===== src/rtl/alu_arbiter.sv =====
// alu_arbiter: two-requester front end for one shared combinational ALU.
// Each operation is accepted from one requester and latched into operand
// registers that drive the ALU. After EXEC_CYCLES edges the ALU output is
// captured and returned to the requester that issued the operation.
// When both requesters are valid, the one not served last wins the grant.
//
// Handshake rule used on every port pair:
//   A transfer happens on a rising CLK edge where VALID and READY are both
//   high. A source holds VALID and its payload steady until that edge.
//   READY is a combinational decision of the receiver for the current cycle.
module alu_arbiter #(
  parameter int EXEC_CYCLES = 1
) (
  input  logic        CLK,
  input  logic        RESET_N,
  // Request side
  input  logic        REQ0_VALID,
  input  logic        REQ1_VALID,
  output logic        REQ0_READY,
  output logic        REQ1_READY,
  input  logic [31:0] REQ0_DATA1,
  input  logic [31:0] REQ1_DATA1,
  input  logic [31:0] REQ0_DATA2,
  input  logic [31:0] REQ1_DATA2,
  input  logic [5:0]  REQ0_SELECT,
  input  logic [5:0]  REQ1_SELECT,
  // Response side
  output logic        RSP0_VALID,
  output logic        RSP1_VALID,
  input  logic        RSP0_READY,
  input  logic        RSP1_READY,
  output logic [31:0] RSP0_RESULT,
  output logic [31:0] RSP1_RESULT,
  // Shared ALU
  output logic [31:0] ALU_DATA1,
  output logic [31:0] ALU_DATA2,
  output logic [5:0]  ALU_SELECT,
  input  logic [31:0] ALU_RESULT,
  // Status
  output logic        BUSY,
  output logic [1:0]  DBG_STATE
);

  localparam logic [1:0] ST_IDLE = 2'd0;
  localparam logic [1:0] ST_EXEC = 2'd1;
  localparam logic [1:0] ST_RESP = 2'd2;

  localparam logic [3:0] CNT_LOAD = 4'(EXEC_CYCLES - 1);

  logic [1:0]  state_q,  state_d;
  logic [31:0] op1_q,    op1_d;
  logic [31:0] op2_q,    op2_d;
  logic [5:0]  sel_q,    sel_d;
  logic [31:0] result_q, result_d;
  logic        tag_q,    tag_d;
  logic        last_q,   last_d;
  logic [3:0]  cnt_q,    cnt_d;

  logic        grant_any;
  logic        grant_id;
  logic        accept;
  logic        rsp_fire;

  // Grant decision: a lone valid requester wins, otherwise the one not served last.
  always_comb begin
    grant_any = REQ0_VALID | REQ1_VALID;
    if (REQ0_VALID && REQ1_VALID) begin
      grant_id = ~last_q;
    end else begin
      grant_id = REQ1_VALID;
    end
  end

  // Handshake strobes; READY is only offered in IDLE and is forced low in reset.
  always_comb begin
    REQ0_READY = RESET_N && (state_q == ST_IDLE) && grant_any && !grant_id;
    REQ1_READY = RESET_N && (state_q == ST_IDLE) && grant_any &&  grant_id;
    accept     = REQ0_READY | REQ1_READY;
    rsp_fire   = (state_q == ST_RESP) && (tag_q ? RSP1_READY : RSP0_READY);
  end

  // Next-state and datapath register updates.
  always_comb begin
    state_d  = state_q;
    op1_d    = op1_q;
    op2_d    = op2_q;
    sel_d    = sel_q;
    result_d = result_q;
    tag_d    = tag_q;
    last_d   = last_q;
    cnt_d    = cnt_q;
    case (state_q)
      ST_IDLE: begin
        if (accept) begin
          op1_d   = grant_id ? REQ1_DATA1  : REQ0_DATA1;
          op2_d   = grant_id ? REQ1_DATA2  : REQ0_DATA2;
          sel_d   = grant_id ? REQ1_SELECT : REQ0_SELECT;
          tag_d   = grant_id;
          cnt_d   = CNT_LOAD;
          state_d = ST_EXEC;
        end
      end
      ST_EXEC: begin
        if (cnt_q != 4'd0) begin
          cnt_d = cnt_q - 4'd1;
        end else begin
          result_d = ALU_RESULT;
          state_d  = ST_RESP;
        end
      end
      ST_RESP: begin
        if (rsp_fire) begin
          last_d  = tag_q;
          state_d = ST_IDLE;
        end
      end
      default: begin
        state_d = ST_IDLE;
      end
    endcase
  end

  // State registers; reset discards any in-flight operation.
  always_ff @(posedge CLK or negedge RESET_N) begin
    if (!RESET_N) begin
      state_q  <= ST_IDLE;
      op1_q    <= 32'd0;
      op2_q    <= 32'd0;
      sel_q    <= 6'd0;
      result_q <= 32'd0;
      tag_q    <= 1'b0;
      last_q   <= 1'b1;
      cnt_q    <= 4'd0;
    end else begin
      state_q  <= state_d;
      op1_q    <= op1_d;
      op2_q    <= op2_d;
      sel_q    <= sel_d;
      result_q <= result_d;
      tag_q    <= tag_d;
      last_q   <= last_d;
      cnt_q    <= cnt_d;
    end
  end

  // Output drive: ALU straight from operand registers, response steered by tag.
  always_comb begin
    ALU_DATA1   = op1_q;
    ALU_DATA2   = op2_q;
    ALU_SELECT  = sel_q;
    RSP0_VALID  = (state_q == ST_RESP) && !tag_q;
    RSP1_VALID  = (state_q == ST_RESP) &&  tag_q;
    RSP0_RESULT = RSP0_VALID ? result_q : 32'd0;
    RSP1_RESULT = RSP1_VALID ? result_q : 32'd0;
    BUSY        = (state_q != ST_IDLE);
    DBG_STATE   = state_q;
  end

endmodule

===== config.mk =====
export PLATFORM = sky130hd
export DESIGN_NAME = alu_arbiter
export DESIGN_NICKNAME = d
export VERILOG_FILES = /design/src/rtl/alu_arbiter.sv
export SDC_FILE = /design/constraint.sdc
export NUM_CORES = 1
export LEC_CHECK = 0
export CAP_MARGIN = 20
export CORE_ASPECT_RATIO = 2
export CORE_MARGIN = 2
export CORE_UTILIZATION = 34
export DETAILED_ROUTE_END_ITERATION = 10
export PLACE_DENSITY = 0.78
export SLEW_MARGIN = 20
export SYNTH_ARGS = -nofsm -noshare
export SYNTH_HDL_FRONTEND = slang
export SYNTH_SLANG_ARGS = --single-unit

===== constraint.sdc =====
create_clock -name CLK -period 1.7 [get_ports CLK]
set_input_delay 0.17 -clock CLK [delete_from_list [all_inputs] [get_ports CLK]]
set_output_delay 0.17 -clock CLK [all_outputs]
set_load 0.05 [all_outputs]

==> results.yml <==
status:
  status: "finished, violations left"
  failed_checks: "setup timing"
synth:
  yosysWarningCount: 0
  synth_cells: 425
  netlist_area_mm2: 0.00519
  synth_ff_type: "dfrtp_1"
  ys_seq_elements: 110
  synth.avg_cell_area_um2: 12.2
  yosysSeqAreaShare: 0.530
  async_flop_share: 1.00
  syn_nets: 605
  synth_cell_types: 34
  synth_edf_count: 0
worst_setup_path:
  crit_arrival_ns: 1.60
  start_kind: "register"
  path_class: "register to primary output"
  crit_path_end_kind: "primary output"
  required_ns: 1.53
  crit_fanout: 34
routing:
  drtIter0Drc: 279
  drtAntennaViolNets: 0
  vias_per_cell: 5.29
  totalWireLength_mm: 20.4
  wire_per_inst_um: 21.4
  drt-pass1-iter-count: 4
  vias: 5038
  drc: 0
cells_and_area:
  final_common_cell: "clkdlybuf4s50_1"
  fin_util: 0.688
  fin_nets: 933
  stdcell_count: 953
  final_cell_mix: "176 x clkdlybuf4s50_1, 107 x dfrtp_1, 77 x buf_12, 70 x a221o_1, 55 x and2_2"
  area_growth_syn_to_layout_pct: 97.5
  drive_above_1_share: 0.342
  insertedDiodeCount: 0
pwr:
  powerDensity_mw_per_mm2: 1760
  p_comb_frac: 0.628
  peakVddDrop_mv: 0.973
  leakagePower_uw: 0.00475
  pwr-share-clk: 0.108
  power_frac_seq: 0.264
  swShare: 0.451
  p_int_uw: 9910
  p_switching_uw: 8130
  power_uw: 18000
clock_network:
  htreeDepth: 3
  clock_sinks: 110
  cts_root_buffer: "clkbuf_16"
  clockBufferDepth: 2
  insertion_delay_ns: 0.34
  cts_buffers: 9
  cts.reportedPaths.clkPinSlew_ns: 0.07
  cts_tree: "yes"
die:
  dieArea_mm2: 0.0163
  core_area_mm2: 0.0149
  std_cell_rows: 63
  fp.dieW_um: 91.4
  die_y_um: 179
  io_pins: 319
  start_util: 0.349
timing:
  setup_viol: 65
  slew_violations: 0
  rsz0062_at_grt: "yes"
  slew_headroom: 0.585
  worst_slew_pin_slew_ns: 0.622
  clock.fmax_ghz: 0.566
  setup_tns_ns: -2.28
  worst_clock_skew_ns: 0.00940
  post-route-period-util: 1.04
  layout_setup_ws_ns: -0.0656
  finalCriticalPeriod_ns: 1.77
  hold_violations: 0
placement:
  dp_cells: 913
  pre_cts_slack_ns: -0.133
  portBuffers: 318
  hpwlAfterDp_mm: 14.1
  globalplace.congestion: 0.814
grt:
  antenna_found_initial: 0
  grt_pass1_wl_mm: 29.3
  grt_max_degree: 111
  grt_pass1_vias: 5400
  gr-total-overflow: 0
  track_usage: 0.232
job:
  cap_violations: 0
hold_path:
  min_path_type: "primary input to register"
-- metrics by stage --
stage / area, um2 / hold slack (ns)
after global routing: 10300 / 0.422
after CTS: 9840 / 0.408
final: 10300 / 0.414
after floorplan: 5280 / -0.126
after global placement: 9350 / 0.306
after detailed placement: 9350 / 0.318
-- worst paths after layout --
check | start | to | slack, ns | depth (start not counted)
max reg2reg | DBG_STATE[1]$_DFFE_PN0P_ | ALU_DATA1[19]$_DFFE_PN0P_ | 0.02 | 6
min reg2reg | result_q[10]$_DFFE_PN0P_ | result_q[10]$_DFFE_PN0P_ | 0.50 | 1
min | ALU_RESULT[10] | result_q[10]$_DFFE_PN0P_ | 0.41 | 2
min in group asynchronous | RESET_N | cnt_q[3]$_DFFE_PN0P_ | 0.48 | 3
max in group asynchronous | RESET_N | ALU_DATA1[17]$_DFFE_PN0P_ | 0.71 | 3
max | DBG_STATE[0]$_DFFE_PN0P_ | RSP1_RESULT[28] | -0.07 | 4
-- power groups by stage --
stage / Clock (uW) / Sequential [uW] / Combinational [uW]
floorplan: 0 / 7340 / 3620
global placement: 0 / 4680 / 10100
detailed placement: 0 / 4750 / 10400
CTS: 1990 / 4740 / 10700
global route: 2100 / 4900 / 11800
finish: 1950 / 4760 / 11300
-- metal layers --
metal,up-vias,part of all wire,global-route usage
met5,-,0,0
met4,0,0.036,0.110
met3,36,0.050,0.0446
met2,278,0.57,0.447
met1,2465,0.34,0.235
li1,2259,-,-
-- logic make-up after synthesis --
family                     count (synthesis)  share of synthesized area
muxes                                     33                     0.0713
buffers and inverters                     45                     0.0390
AOI/OAI and AO/OA                        149                      0.250
adders and majority gates                  2                    0.00482
and+or+nand+nor                           86                      0.105
DFF                                      110                      0.530
-- flip-flops by register name (all words and copies together) (netlist names) --
register	count
result_q	32
cnt_q	4
ALU_DATA1	32
ALU_DATA2	32
DBG_STATE	2
tag_q	1
last_q	1
ALU_SELECT	6
-- timing repair --
item | CTS | global route
buffers inserted | 13 | 4
resized for setup | 31 | 127
hold buffers | 1 | 0
pin swaps | 3 | 5
gates cloned | 3 | 7
setup endpoints to repair | 112 | 204
hold endpoints to repair | 109 | 0
-- synthesized netlist by cell type, drive strengths merged (2+ instances only) --
cell type / number / area, um2
and3: 2 / 12.5
ha: 2 / 25.0
inv: 3 / 11.3
dfrtp: 109 / 2730
buf: 27 / 135
a21boi: 70 / 526
nor3b: 3 / 32.5
clkbuf: 15 / 56.3
nand3: 2 / 10.0
and2: 64 / 400
a221o: 70 / 701
nor2: 2 / 7.51
mux2: 32 / 360
nand2b: 2 / 12.5
or2: 2 / 12.5
nand2: 4 / 17.5
a22o: 2 / 17.5
-- area by class of cell --
cell class,instances,area [um2]
Timing Repair Buffer,359,4500
Inverter,3,11.3
Sequential cell,110,2760
Fill cell,1038,4640
Tap cell,195,244
Clock buffer,14,254
Multi-Input combinational cell,270,2480
Clock inverter,2,10.0
-- critical path, cell delays in order (launching register included) --
cell and delay [ns]:
dfrtp_2 0.44, and3b_2 0.28, buf_12 0.19, and2_2 0.20, buf_12 0.14
(Power assumes the default switching activity.)
